**config.mk**
```make
export PLATFORM = sky130hd
export DESIGN_NAME = apb_slave_regfile
export DESIGN_NICKNAME = d
export VERILOG_FILES = /design/src/rtl/apb_pkg.sv /design/src/rtl/apb_regbank.sv /design/src/rtl/apb_slave_regfile.sv
export SDC_FILE = /design/constraint.sdc
export NUM_CORES = 1
export LEC_CHECK = 0
export CORE_ASPECT_RATIO = 0.7
export CORE_MARGIN = 2
export CORE_UTILIZATION = 30
export DETAILED_ROUTE_END_ITERATION = 7
export SYNTH_ARGS = -nofsm -noshare
export SYNTH_HDL_FRONTEND = slang
export SYNTH_SLANG_ARGS = --single-unit
export TNS_END_PERCENT = 1
```
**constraint.sdc**
```tcl
create_clock -name pclk -period 4 [get_ports pclk]
set_input_delay 0.6 -clock pclk [delete_from_list [all_inputs] [get_ports pclk]]
set_output_delay 0.6 -clock pclk [all_outputs]
set_load 0.01 [all_outputs]
```
**src/rtl/apb_pkg.sv**
```systemverilog
// rtl/apb_pkg.sv - shared types and constants for the APB register-file completer
package apb_pkg;

  localparam int APB_WIDTH = 16;
  localparam int CNT_W     = 8;

  typedef enum logic {
    ST_IDLE   = 1'b0,
    ST_ACCESS = 1'b1
  } state_e;

endpackage

```
**src/rtl/apb_regbank.sv**
```systemverilog
// rtl/apb_regbank.sv - DEPTH x WIDTH register bank, sync write, async read, sync clear
module apb_regbank
  import apb_pkg::*;
#(
  parameter int WIDTH = APB_WIDTH,
  parameter int DEPTH = 16
) (
  input  logic                     clk,
  input  logic                     rst,
  input  logic                     we,
  input  logic [$clog2(DEPTH)-1:0] waddr,
  input  logic [WIDTH-1:0]         wdata,
  input  logic [$clog2(DEPTH)-1:0] raddr,
  output logic [WIDTH-1:0]         rdata
);

  logic [WIDTH-1:0] regs_q [DEPTH];
  logic [WIDTH-1:0] regs_d [DEPTH];

  always_comb begin
    regs_d = regs_q;
    if (we) begin
      regs_d[waddr] = wdata;
    end
  end

  always_ff @(posedge clk) begin
    for (int i = 0; i < DEPTH; i++) begin
      regs_q[i] <= rst ? '0 : regs_d[i];
    end
  end

  assign rdata = regs_q[raddr];

endmodule

```
**src/rtl/apb_slave_regfile.sv**
```systemverilog
// rtl/apb_slave_regfile.sv - APB completer with register bank and programmable wait states
module apb_slave_regfile
  import apb_pkg::*;
#(
  parameter int               WIDTH       = APB_WIDTH,
  parameter int               DEPTH       = 16,
  parameter logic [WIDTH-1:0] BASE_ADDR   = '0,
  parameter int               WAIT_CYCLES = 2
) (
  input  logic             pclk,
  input  logic             preset,
  input  logic             pselect,
  input  logic             penable,
  input  logic             pwrite,
  input  logic [WIDTH-1:0] paddr,
  input  logic [WIDTH-1:0] pwdata,
  output logic             pready,
  output logic [WIDTH-1:0] prdata,
  output logic             pslverr
);

  localparam int IDX_W = $clog2(DEPTH);
  localparam logic [CNT_W-1:0] WAIT_INIT = CNT_W'(WAIT_CYCLES);

  if (WAIT_CYCLES < 0 || WAIT_CYCLES > 255) begin : g_bad_wait
    $error("apb_slave_regfile: WAIT_CYCLES must be in 0..255");
  end
  if (DEPTH < 2 || (DEPTH & (DEPTH - 1)) != 0) begin : g_bad_depth
    $error("apb_slave_regfile: DEPTH must be a power of two >= 2");
  end

  state_e           state_q, state_d;
  logic [CNT_W-1:0] cnt_q, cnt_d;
  logic             in_range_q, in_range_d;

  // One extra bit so addresses below BASE_ADDR show up as negative instead of wrapping.
  logic [WIDTH:0]   offset;
  logic             addr_ok;
  logic [IDX_W-1:0] idx;
  logic             bank_we;
  logic [WIDTH-1:0] bank_rdata;

  assign offset  = {1'b0, paddr} - {1'b0, BASE_ADDR};
  assign addr_ok = !offset[WIDTH] && (offset < (WIDTH+1)'(DEPTH));
  assign idx     = offset[IDX_W-1:0];

  always_comb begin
    state_d    = state_q;
    cnt_d      = cnt_q;
    in_range_d = in_range_q;
    case (state_q)
      ST_IDLE: begin
        if (pselect && !penable) begin
          state_d    = ST_ACCESS;
          cnt_d      = WAIT_INIT;
          in_range_d = addr_ok;
        end
      end
      ST_ACCESS: begin
        if (!pselect) begin
          state_d = ST_IDLE;
        end else if (penable) begin
          if (cnt_q != '0) begin
            cnt_d = cnt_q - 1'b1;
          end else begin
            state_d = ST_IDLE;
          end
        end
      end
      default: state_d = ST_IDLE;
    endcase
  end

  always_ff @(posedge pclk) begin
    if (preset) begin
      state_q    <= ST_IDLE;
      cnt_q      <= '0;
      in_range_q <= 1'b0;
    end else begin
      state_q    <= state_d;
      cnt_q      <= cnt_d;
      in_range_q <= in_range_d;
    end
  end

  assign pready  = (state_q == ST_ACCESS) && pselect && penable && (cnt_q == '0);
  assign bank_we = pready && pwrite && in_range_q;
  assign pslverr = pready && !in_range_q;
  assign prdata  = (pready && !pwrite && in_range_q) ? bank_rdata : '0;

  apb_regbank #(
    .WIDTH(WIDTH),
    .DEPTH(DEPTH)
  ) u_bank (
    .clk  (pclk),
    .rst  (preset),
    .we   (bank_we),
    .waddr(idx),
    .wdata(pwdata),
    .raddr(idx),
    .rdata(bank_rdata)
  );

endmodule

```
==> flow_summary_export.csv <==
group,metric,value,unit
floorplanning,fp.dieH,173,um
route,drt_iter0_markers,913,
route,vias,10100,
yosys,netlist.area_leader.share,43.4,%
critical_path,critical_path_arrival,3.10,ns
global_routing,busiest_layer,"met2",
route,drt-vias-per-instance,5.20,
global_routing,use_met3,2.38,%
yosys,synth.avg_cell_area,8.68,um^2
pwr,p_leak,4.37,nW
floorplanning,io_pins,55,
sta,max_freq,0.270,GHz
sta,setup_tns,0,ns
yosys,syn-cell-area,12300,um^2
critical_path,crit_start,"cnt_q[0]$_SDFFE_PP0P_",
yosys,syn-num-nets,1452,
sta,rsz0062_at_grt,"false",
clock_tree,cts_tree,"yes",
sta,final-hold-violation-count,0,
place,hpwl,22100,um
layout,fin_nets,1428,
layout,areaGrowthSynthToFinish,15.4,%
sta,relSlewSlack,27.6,%
route,drc,0,
yosys,ys_warn_count,0,
floorplanning,core-area,40000,um^2
global_routing,grt_use_met1,21.9,%
route,wirelength,36200,um
sta,period_share,92.5,%
global_routing,grt_util_met2,27.7,%
pwr,p_per_area,407,nW/um^2
critical_path,critPathRequiredTime,3.40,ns
critical_path,r2r-start,"cnt_q[0]$_SDFFE_PP0P_",
pwr,irDropWorstVdd,0.000294,V
global_routing,antenna_found_initial,1,
global_routing,grt_usage,16.7,%
clock_tree,clkSlewWorstSetupHoldPaths,0.06,ns
critical_path,rrSetupSlack,1.31,ns
layout,fill_cells,3989,
outcome,run_status,"finished, final reports clean",
global_routing,grt_first_pass_wirelength,56500,um
sta,fin_skew,0.0116,ns
critical_path,rr_worst_depth,7,
route,wl_per_cell,18.6,um
sta,finalSetupViolCount,0,
global_routing,grt_pass1_vias,9906,
yosys,yosys.area.top_type,"dfxtp_1",
critical_path,endpoint,"prdata[12]",
critical_path,startpoint_type,"register",
yosys,ys_ff_latch,266,
clock_tree,cts_buffers,29,
critical_path,r2r-end,"u_bank.regs_q[138]$_SDFFE_PP0P_",
critical_path,endpoint_kind,"primary output",
global_routing,grt_max_degree,102,
yosys,synth.area.top_cells,"dfxtp_1 43%, nand2_1 14%, mux4_2 12%, a21oi_1 9.1%, clkbuf_1 3.2%",
layout,fin_util,35.4,%
sta,hold_slack,0.448,ns
clock_tree,cts.path.max_buffers,3,
floorplanning,die_w,246,um
layout,drive_above_1_share,17.8,%
sta,period_needed,3.70,ns
hold_path,hold_class,"register to register",
clock_tree,ctsHoldBuffers,0,
clock_tree,clk_latency,0.54,ns
clock_tree,cts_max_level,1,
floorplanning,initial_utilization,30.7,%
floorplanning,dieArea,42600,um^2
yosys,syn_inst,1414,
clock_tree,cts_root_buffer,"clkbuf_16",
floorplanning,placementRows,61,
yosys,netlist-cell-type-count,44,
clock_tree,cts_setup_buffers,0,
sta,worstMarginPinSlew,1.09,ns
critical_path,cp_max_fo,16,
place,gp_congestion,0.784,
place,port_buffers,54,
route,drt_first_pass_iters,5,
route,drtAntennaViolNets,0,
clock_tree,cts.sinks,266,
critical_path,critical_path_class,"register to primary output",
sta,slew_viol_final,0,
yosys,ys_seq_area_share,43.4,%
global_routing,overflow,0,
flow_run,drv_cap,0,
through the flow:
step | worst slack, ns | power (mW) | std cells | area [um^2]
2_1_floorplan | 1.13 | 2.98 | 1414 | 12300
3_3_place_gp | 0.230 | 3.10 | 1894 | 13200
3_5_place_dp | 0.138 | 3.10 | 1894 | 13200
4_1_cts | 0.0250 | 5.82 | 1947 | 14100
5_1_grt | 0.147 | 5.93 | 1948 | 14200
6_report | 0.300 | 5.77 | 1948 | 14200
layer usage:
layer / wire, um / vias up / part of all wire, %
met5: 0 / - / 0
met4: 1540 / 0 / 4.2
met3: 1760 / 85 / 4.8
met2: 17100 / 294 / 47
met1: 15800 / 4930 / 44
li1: - / 4811 / -
layout by cell type, fill, tap and decap left out, types with 19 or more instances in the layout:
cell	n
nand2_1	446
dfxtp_1	266
a21oi_1	223
mux4_2	64
clkdlybuf4s50_1	50
nand2_2	41
a21oi_2	40
buf_4	38
mux2i_1	32
clkbuf_16	29
nand3_1	19
report_power, final:
part | leakage [nW] | internal (mW) | switching, mW
registers | 2.14 | 2.66 | 0.0102
clock network | 0.475 | 1.63 | 1.09
logic | 1.76 | 0.126 | 0.254
total | 4.37 | 4.41 | 1.36
registers in the layout, summed over array words and instances, names as in the netlist:
signal         flops
in_range_q         1
u_bank.regs_q    256
cnt_q              8
state_q            1
logic make-up (layout without fill, tap and decap cells):
group / after synthesis / count (layout) / share of synthesized area (%)
adder cells (fa/ha/maj): 1 / 1 / 0.102
buffers and inverters: 155 / 153 / 5.65
multiplexers: 97 / 97 / 14.4
AND/OR/NAND/NOR: 592 / 592 / 22.5
flip-flops: 266 / 266 / 43.4
XOR/XNOR: 1 / 1 / 0.0714
other: 0 / 1 / 0
AO/OA/AOI/OAI: 302 / 302 / 13.9
worst max-delay path: stages (launching register included):
cell and delay [ns]:
dfxtp_1 0.34, inv_1 0.08, ha_1 0.21, nor4b_2 0.29, nand2_2 0.18, or4_4 0.66, o22ai_1 0.22, clkdlybuf4s50_1 0.58
final cells by class:
type,instances,area [um^2],share of cell area (%)
multi-input combinational,993,6260,44.2
sequential,266,5330,37.6
timing repair buffer,95,905,6.39
clock buffer,45,876,6.19
tap,535,669,4.73
clock inverter,8,98.8,0.698
inverter,5,18.8,0.133
antenna,1,2.50,0.0177
what timing repair did:
item / CTS / global route
endpoints found under the setup margin: 0 / 16
hold endpoints to repair: 0 / 0
resized for setup: 0 / 2
synth_stat cells, drive strengths merged:
cell type,count
or2,1
nand2,487
nand4b,3
buf,44
xnor2,1
a21oi,263
mux2i,32
or4b,2
nor2b,1
nand3,19
nor3b,3
nand4,14
or3,3
clkbuf,106
dfxtp,266
and2,1
mux4,64
mux2,1
inv,5
o22ai,16
nor4bb,7
nor4b,6
or2b,1
a41o,2
a211oi,1
nor2,6
o31ai,3
o21ai,17
and4,12
nor4,9
nand2b,2
ha,1
nor3,4
or4,11
worst min-delay path by stage:
stage	slack, ns	cells after the start	to	startpoint
2_1_floorplan	0.43	2	u_bank.regs_q[16]$_SDFFE_PP0P_	u_bank.regs_q[16]$_SDFFE_PP0P_
3_3_place_gp	0.44	2	u_bank.regs_q[65]$_SDFFE_PP0P_	u_bank.regs_q[65]$_SDFFE_PP0P_
3_5_place_dp	0.44	2	u_bank.regs_q[15]$_SDFFE_PP0P_	u_bank.regs_q[15]$_SDFFE_PP0P_
4_1_cts	0.45	2	u_bank.regs_q[15]$_SDFFE_PP0P_	u_bank.regs_q[15]$_SDFFE_PP0P_
5_1_grt	0.46	2	u_bank.regs_q[125]$_SDFFE_PP0P_	u_bank.regs_q[125]$_SDFFE_PP0P_
6_report	0.45	2	u_bank.regs_q[74]$_SDFFE_PP0P_	u_bank.regs_q[74]$_SDFFE_PP0P_
No activity file was read; power rests on OpenSTA's default activity.
